File: config.mk
export PLATFORM = sky130hd
export DESIGN_NAME = p251_vec_sub_flat
export DESIGN_NICKNAME = d
export VERILOG_FILES = /design/src/rtl/p251_vec_sub_pkg.sv /design/src/rtl/p251_vec_sub_if.sv /design/src/rtl/p251_sub_core.sv /design/src/rtl/p251_vec_sub.sv /design/src/flat_wrapper.sv
export SDC_FILE = /design/constraint.sdc
export NUM_CORES = 1
export LEC_CHECK = 0
export ABC_AREA = 1
export CELL_PAD_IN_SITES_DETAIL_PLACEMENT = 1
export CELL_PAD_IN_SITES_GLOBAL_PLACEMENT = 1
export CORE_MARGIN = 3
export CORE_UTILIZATION = 30
export CTS_CLUSTER_SIZE = 25
export DETAILED_ROUTE_END_ITERATION = 7
export GPL_ROUTABILITY_DRIVEN = 0
export PLACE_DENSITY = 0.78
export SLEW_MARGIN = 10
export SYNTH_ARGS = -nofsm -noshare
export SYNTH_HDL_FRONTEND = slang
export SYNTH_SLANG_ARGS = --single-unit
File: constraint.sdc
create_clock -name i_clk -period 4 [get_ports i_clk]
set_clock_uncertainty 0.15 [all_clocks]
set_input_delay 0.8 -clock i_clk [delete_from_list [all_inputs] [get_ports i_clk]]
set_output_delay 0.8 -clock i_clk [all_outputs]
set_load 0.03 [all_outputs]
File: src/rtl/p251_vec_sub_pkg.sv
// Shared constants for the GF(251) vector datapath: field modulus, element width
// and the controller state encoding.
package p251_vec_sub_pkg;

  localparam int P251_Q = 251;
  localparam int P251_W = 8;

  localparam logic [1:0] ST_IDLE  = 2'd0;
  localparam logic [1:0] ST_READ  = 2'd1;
  localparam logic [1:0] ST_DRAIN = 2'd2;
  localparam logic [1:0] ST_DONE  = 2'd3;

  typedef enum logic [1:0] {
    S_IDLE  = ST_IDLE,
    S_READ  = ST_READ,
    S_DRAIN = ST_DRAIN,
    S_DONE  = ST_DONE
  } state_t;

endpackage

File: src/rtl/p251_vec_sub_if.sv
// Start/done handshake plus operand-RAM read port and result-RAM write port.
interface p251_vec_sub_if #(
  parameter int ADDR_W = 4
);

  logic              i_start;
  logic              o_rd_en;
  logic [ADDR_W-1:0] o_rd_addr;
  logic [7:0]        in_1;
  logic [7:0]        in_2;
  logic              o_wr_en;
  logic [ADDR_W-1:0] o_wr_addr;
  logic [7:0]        out;
  logic              o_busy;
  logic              o_done;

  modport slave (
    input  i_start, in_1, in_2,
    output o_rd_en, o_rd_addr, o_wr_en, o_wr_addr, out, o_busy, o_done
  );

  modport master (
    output i_start, in_1, in_2,
    input  o_rd_en, o_rd_addr, o_wr_en, o_wr_addr, out, o_busy, o_done
  );

endinterface

File: src/rtl/p251_sub_core.sv
// Combinational a - b mod 251. Operands may be non-canonical (251..255) and are
// folded once before the subtraction, so the result is always in 0..250.
module p251_sub_core
  import p251_vec_sub_pkg::*;
(
  input  logic [P251_W-1:0] a,
  input  logic [P251_W-1:0] b,
  output logic [P251_W-1:0] r
);

  localparam logic [P251_W-1:0] Q8 = P251_W'(P251_Q);

  function automatic logic [P251_W-1:0] fold(input logic [P251_W-1:0] v);
    return (v >= Q8) ? v - Q8 : v;
  endfunction

  // A negative 9-bit difference lies in -250..-1; one add of q makes it canonical.
  function automatic logic [P251_W-1:0] wrap(input logic signed [P251_W:0] diff);
    logic signed [P251_W:0] t;
    t = diff[P251_W] ? diff + $signed({1'b0, Q8}) : diff;
    return t[P251_W-1:0];
  endfunction

  logic [P251_W-1:0]      x;
  logic [P251_W-1:0]      y;
  logic signed [P251_W:0] d;

  always_comb begin
    x = fold(a);
    y = fold(b);
    d = $signed({1'b0, x}) - $signed({1'b0, y});
    r = wrap(d);
  end

endmodule

File: src/rtl/p251_vec_sub.sv
// Streaming GF(251) vector subtractor: reads in_1/in_2 from synchronous RAMs and
// writes (in_1 - in_2) mod 251 to a result RAM, under a start/done handshake.
module p251_vec_sub
  import p251_vec_sub_pkg::*;
#(
  parameter int N_ELEM = 16,
  parameter int ADDR_W = 4
) (
  input  logic            i_clk,
  input  logic            i_rst,
  p251_vec_sub_if.slave   bus
);

  localparam logic [ADDR_W-1:0] LAST = ADDR_W'(N_ELEM - 1);
  localparam logic [ADDR_W-1:0] INC  = ADDR_W'(1);

  state_t            state;
  logic              vld_p0;
  logic [P251_W-1:0] res_p0;

  p251_sub_core u_core (
    .a (bus.in_1),
    .b (bus.in_2),
    .r (res_p0)
  );

  always_ff @(posedge i_clk) begin
    if (i_rst) begin
      state         <= S_IDLE;
      vld_p0        <= 1'b0;
      bus.o_rd_en   <= 1'b0;
      bus.o_rd_addr <= '0;
      bus.o_wr_en   <= 1'b0;
      bus.o_wr_addr <= '0;
      bus.out       <= '0;
      bus.o_busy    <= 1'b0;
      bus.o_done    <= 1'b0;
    end else begin
      // p0: RAM data returns one cycle after the read strobe
      vld_p0 <= bus.o_rd_en;

      // p1: register the result and issue the write
      bus.o_wr_en <= vld_p0;
      if (vld_p0) begin
        bus.out <= res_p0;
      end
      if (vld_p0 && bus.o_wr_en && (bus.o_wr_addr != LAST)) begin
        bus.o_wr_addr <= bus.o_wr_addr + INC;
      end

      bus.o_done <= 1'b0;
      case (state)
        S_IDLE: begin
          if (bus.i_start) begin
            state         <= S_READ;
            bus.o_rd_en   <= 1'b1;
            bus.o_rd_addr <= '0;
            bus.o_wr_addr <= '0;
            bus.o_busy    <= 1'b1;
          end
        end
        S_READ: begin
          if (bus.o_rd_addr == LAST) begin
            bus.o_rd_en <= 1'b0;
            state       <= S_DRAIN;
          end else begin
            bus.o_rd_addr <= bus.o_rd_addr + INC;
          end
        end
        S_DRAIN: begin
          // The final write is the one with no further valid data behind it.
          if (bus.o_wr_en && !vld_p0) begin
            state      <= S_DONE;
            bus.o_done <= 1'b1;
          end
        end
        S_DONE: begin
          state      <= S_IDLE;
          bus.o_busy <= 1'b0;
        end
        default: state <= S_IDLE;
      endcase
    end
  end

endmodule

File: src/flat_wrapper.sv
// flat-port wrapper written by rule: the top's interface ports become plain ports
module p251_vec_sub_flat import p251_vec_sub_pkg::*;
#(
  parameter int N_ELEM = 16,
  parameter int ADDR_W = 4
)
  (i_clk, i_rst, bus_i_start, bus_in_1, bus_in_2, bus_o_rd_en, bus_o_rd_addr, bus_o_wr_en, bus_o_wr_addr, bus_out, bus_o_busy, bus_o_done);
  p251_vec_sub_if #(.ADDR_W(ADDR_W)) bus_i ();
  input  logic i_clk;
  input  logic i_rst;
  input wire logic [$bits(bus_i.i_start)-1:0] bus_i_start;
  input wire logic [$bits(bus_i.in_1)-1:0] bus_in_1;
  input wire logic [$bits(bus_i.in_2)-1:0] bus_in_2;
  output wire logic [$bits(bus_i.o_rd_en)-1:0] bus_o_rd_en;
  output wire logic [$bits(bus_i.o_rd_addr)-1:0] bus_o_rd_addr;
  output wire logic [$bits(bus_i.o_wr_en)-1:0] bus_o_wr_en;
  output wire logic [$bits(bus_i.o_wr_addr)-1:0] bus_o_wr_addr;
  output wire logic [$bits(bus_i.out)-1:0] bus_out;
  output wire logic [$bits(bus_i.o_busy)-1:0] bus_o_busy;
  output wire logic [$bits(bus_i.o_done)-1:0] bus_o_done;
  assign bus_i.i_start = bus_i_start;
  assign bus_i.in_1 = bus_in_1;
  assign bus_i.in_2 = bus_in_2;
  assign bus_o_rd_en = bus_i.o_rd_en;
  assign bus_o_rd_addr = bus_i.o_rd_addr;
  assign bus_o_wr_en = bus_i.o_wr_en;
  assign bus_o_wr_addr = bus_i.o_wr_addr;
  assign bus_out = bus_i.out;
  assign bus_o_busy = bus_i.o_busy;
  assign bus_o_done = bus_i.o_done;
  p251_vec_sub #(.N_ELEM(N_ELEM), .ADDR_W(ADDR_W)) u_core (.i_clk(i_clk), .i_rst(i_rst), .bus(bus_i));
endmodule
Yosys cells after proc, flatten, opt, wreduce, memory -nomap -nowiden:

Index checks and enable logic that the tools add are counted.

* ROM bits: 0
* logic and storage cells: 57
* input bits: 19
* flip-flop bits (word level): 23
* memories: 0
* latch bits: 0
* bits in writable memories: 0

* $mul: 0
* bitwise logic cells: 1
* reduce and logical (&&, ||, !) cells: 12
* magnitude comparators: 2
* div/mod/pow operators: 0
* shift-type cells: 0
* mux-type cells: 18
* add/subtract/negate cells: 6
* eq/ne operators: 9

Operators by type and width (count)
* $mux W8: 3
* $mux W4: 5
* $ge A8 B8 Y1 const B: 2
* $sub A8 B8 Y8 const B: 2
* $reduce_and A3 Y1: 3
* $sub A8 B8 Y9: 1
* $add A4 B1 Y4 const B: 2
* $add A8 B4 Y8 const B: 1
* $pmux W2 S4: 1
* $pmux W4 S2: 1
* $mux W2: 3
* $eq A2 B2 Y1 const B: 2
* $eq A4 B4 Y1 const B: 1
* $ne A2 B1 Y1 const B: 2
* $ne A2 B2 Y1 const B: 2
* $ne A4 B4 Y1 const B: 1
* $pmux W1 S2: 2
* $reduce_bool A2 Y1: 2
* $logic_and A1 B1 Y1: 3
* $mux W1: 3
* $eq A2 B1 Y1 const B: 1
* $logic_not A2 Y1: 1
* $reduce_and A2 Y1: 1
* $reduce_or A2 Y1: 1
* 2 further kinds: 2

Longest topological paths before layout:

* word-level depth: 5
* mapped depth: 21
* depth with buffers taken out: 21

Hierarchy:

A second synthesis with hierarchy kept.

* cell total of the unflattened synthesis: 293
* area total of the unflattened synthesis: 1884.3 µm²

Modules (own cells, without submodules)
* p251_vec_sub: times used 1, cells an instance 146, area each 1047.3 µm²
* p251_sub_core: times used 1, cells an instance 147, area each 837.1 µm²

Worst setup path after synthesis:

No wires, ideal clock.

* path type: input to register
* start point: input port bus_in_2[0]
* end point: register u_core.bus.out[2]
* path slack: 892 ps
* required time: 3734 ps
* data arrival time: 2842 ps
* path buffers: 0
* stages on the path: 16
* cell sequence: ha_1 o21ai_1 xnor2_1 ha_1 inv_1 fa_1 inv_1 ha_1 inv_1 nand2_1 nand3_1 inv_1 nand2_1 nand3_1 o211ai_1 inv_1

* cells in the longest elaborated chain, start to end: 5
* elaborated cells on any way between the ends: 6
* classes of those cells: add/sub (3); order compare (1); mux (2)

RTL lines
* start, declared: RTL line flat_wrapper.sv:13 `input wire logic [$bits(bus_i.in_2)-1:0] bus_in_2;`
* $sub A8 B8 Y8 / $ge A8 B8 Y1 (equally long branches): RTL line p251_sub_core.sv:14 `return (v >= Q8) ? v - Q8 : v;`
* $mux W8 *: RTL line p251_sub_core.sv:14
* $sub A8 B8 Y9 *: RTL line p251_sub_core.sv:31 `d = $signed({1'b0, x}) - $signed({1'b0, y});`
* $add A8 B4 Y8: RTL line p251_sub_core.sv:20 `t = diff[P251_W] ? diff + $signed({1'b0, Q8}) : diff;`
* $mux W8 *: RTL line p251_sub_core.sv:20
* end signal, assigned: RTL line p251_vec_sub.sv:45 `bus.out <= res_p0;`
* end, declared: RTL line p251_vec_sub_if.sv:19 `output o_rd_en, o_rd_addr, o_wr_en, o_wr_addr, out, o_busy, o_done`

Mark *: on every way between the ends. The rest lies on a longest branch, timed or not.
A chain may end at the register's enable or synchronous reset.

Worst setup path in the final report:

Same ends and word-level chain as after synthesis.

==> metrics.cfg <==
[outcome]
status=completed

[floorplanning]
core-area_mm2=0.00564
rows=27
die_w_um=83.2
dieHeight_um=83.2
initial_core_util_pct=31.7
io_pins=39
die_area_mm2=0.00693

[timing]
report.final.slew_viol_count=0
timing.hold.ws_ns=0.312
rsz0062_at_grt=no
fin_tns_setup_ns=0
final-hold-violation-count=0
layout_min_cycle_time_ns=3.65
max-slew-margin-rel_pct=69.2
setup_violations=0
period_share_pct=91.3
worstMarginPinSlew_ns=0.458
fmaxAchievable_mhz=274
setup_ws_ns=0.348

[grt]
antenna_found_initial=0
grt-ovfl-total=0
grt_pass1_vias=1860
grt_use_total_pct=14.1
grt_max_degree=13
grt_first_pass_wirelength_um=8250

[clocking]
cts_tree=done
clk_path_buf_depth=2
clkSinkCount=23
htreeDepth=1
clk_pin_slew_ns=0.08
cts_root_buf=clkbuf_8
insertion_delay_ns=0.26
cts_buffers=3

[worst_setup_path]
cpMostUsedCell=inv_1
endpoint=u_core.bus.out[2]
required_ns=4.01
cp-start-kind=input port
crit_type=input port to register
crit_path_cell_trace=clkdlybuf4s50_1, ha_1, o21ai_1, xnor2_1, ha_1, inv_1, fa_1, inv_1, ha_1, inv_1, nand2_1, nand3_1, inv_1, nand2_1, nand3_1, o211ai_1, inv_1
r2r-end=u_core.bus.o_rd_addr[3]
r2r_cells=9
end_kind=register
cp_data_arrival_time_ns=3.66
rr_startpoint=u_core.state[0]
slowest_delay_ns=0.51
cp-startpoint=bus_in_2[0]
rrSetupSlack_ns=2.21
path_max_fanout=5
cp_slowest_cell=fa_1

[placed_design]
placed_area_mm2=0.00224
dpl.hpwl_um=3970
post-place-cells=382
pre_cts_slack_ns=-0.0818
io_buffers=38

[detailed_routing]
vias=1776
drt-initial-drc-count=59
viasPerCell=4.60
route.detailed.drc=0
routedWlPerCell_um=12.2
ant_nets=0
dr.pass1.iters=4
routed_wl_um=4690

[layout]
stdcell_count=386
drive_above_1_share_pct=7.01
antenna_cells=0
final_cell_area_mm2=0.00229
nFillCells=732
final_nets=352
area_growth_pct=28.0
utilization_pct=40.6

[synthesis]
yosys_warnings=0
syn_area_mm2=0.00179
syn-num-nets=312
syn_avg_cell_area_um2=6.51
synth_seq_cells=23
ys_seq_area_share_pct=25.7
synth.distinct_cells=32
syn-instance-count=275

[power_and_ir_drop]
powerDensity_mw_per_mm2=383
ir_drop_mv=0.158
power_uw=876
combPwrFrac_pct=48.8
p_seq_share_pct=34.6
net-switching-power_uw=372
power.leakage_nw=1.15
swShare_pct=42.4
power.internal_uw=504
clockPowerShare_pct=16.6

[min_path]
hold_class=register to register

[job]
drv_cap=0

sequential cells by signal, summed over array words and instances (netlist names):
name / flops
u_core.bus.o_busy: 1
u_core.bus.o_done: 1
u_core.bus.o_rd_addr: 4
u_core.bus.o_rd_en: 1
u_core.bus.o_wr_addr: 4
u_core.bus.o_wr_en: 1
u_core.bus.out: 8
u_core.state: 2
u_core.vld_p0: 1
how the worst min path moves through the flow:
stage,startpoint,endpoint,slack (ns),cells past startpoint
CTS,u_core.bus.o_rd_en,u_core.vld_p0,0.32,2
finish,u_core.bus.o_rd_en,u_core.vld_p0,0.31,2
global placement,u_core.bus.o_rd_en,u_core.vld_p0,0.29,2
global route,u_core.bus.o_rd_en,u_core.vld_p0,0.34,2
floorplan,u_core.state[1],u_core.state[1],0.34,2
detailed placement,u_core.bus.o_rd_en,u_core.vld_p0,0.30,2
power by group through the flow:
| stage | combinational, mW | sequential, mW | clock, mW |
|---|---|---|---|
| 6_report | 0.428 | 0.303 | 0.145 |
| 5_1_grt | 0.486 | 0.309 | 0.159 |
| 4_1_cts | 0.432 | 0.304 | 0.149 |
| 3_5_place_dp | 0.427 | 0.309 | 0 |
| 3_3_place_gp | 0.417 | 0.307 | 0 |
| 2_1_floorplan | 0.239 | 0.356 | 0 |
layer usage:
metal	vias to the layer above	GRT usage, %	share of wire (%)	routed length (um)
li1	934	-	-	-
met1	826	18.4	50	2350
met2	14	24.4	47	2220
met3	2	2.48	1.8	86
met4	0	2.38	0.62	29
met5	-	0	0	0
timing repair:
action / 4_1_cts / 5_1_grt
endpoints found under the setup margin: 0 / 6
resized for setup: 0 / 1
setup buffers: 0 / 0
hold endpoints to repair: 0 / 0
hold buffers: 0 / 0
synth_stat cells, drive strengths merged:
library cell | number | area share (%)
a211oi | 1 | 0.42
a21oi | 14 | 4.1
a221oi | 1 | 0.49
buf | 2 | 0.91
clkbuf | 1 | 0.21
dfxtp | 23 | 26
fa | 1 | 1.1
ha | 17 | 12
inv | 53 | 11
mux2i | 1 | 0.56
nand2 | 74 | 17
nand3 | 17 | 5.3
nand4 | 2 | 0.70
nor2 | 33 | 7.9
nor3 | 4 | 1.1
nor3b | 1 | 0.42
o211a | 1 | 0.56
o211ai | 2 | 0.84
o21a | 1 | 0.42
o21ai | 18 | 5.0
or2 | 1 | 0.35
xnor2 | 2 | 0.98
xor2 | 5 | 2.4
cell type report:
class | count | area, um^2 | share of cell area [%]
multi-input cells | 196 | 1110 | 48.7
flip-flops and latches | 23 | 460 | 20.1
repair buffers | 38 | 380 | 16.6
inverters | 53 | 199 | 8.69
well taps | 72 | 90.1 | 3.93
clock buffers | 4 | 45.0 | 1.97
kinds of logic after synthesis:
group                    share of synthesized area [%]
XOR/XNOR                                          3.43
AND/OR/NAND/NOR                                   33.1
AO/OA/AOI/OAI                                     11.9
flip-flops                                        25.7
adder cells (fa/ha/maj)                           13.0
multiplexers                                     0.559
buffers and inverters                             12.2
critical path: cells and delay by family:
family | cells | cell delay [ns]
XOR/XNOR | 1 | 0.20
adder cells (fa/ha/maj) | 4 | 1.11
AND/OR/NAND/NOR | 4 | 0.29
AO/OA/AOI/OAI | 2 | 0.47
buffers and inverters | 6 | 0.79
layout by cell type (no fill, tap or decap), drive strengths merged:
cell / Yosys / final
or2: 1 / 1
clkbuf: 1 / 4
mux2i: 1 / 1
o21ai: 18 / 18
nor2: 33 / 33
o211ai: 2 / 2
a221oi: 1 / 1
nand4: 2 / 2
dfxtp: 23 / 23
nand2: 74 / 74
o21a: 1 / 1
o211a: 1 / 1
nor3b: 1 / 1
nor3: 4 / 4
nand3: 17 / 17
xnor2: 2 / 2
inv: 53 / 53
ha: 17 / 17
xor2: 5 / 5
a21oi: 14 / 14
clkdlybuf4s50: 0 / 38
a211oi: 1 / 1
fa: 1 / 1
(Power assumes the default switching activity.)
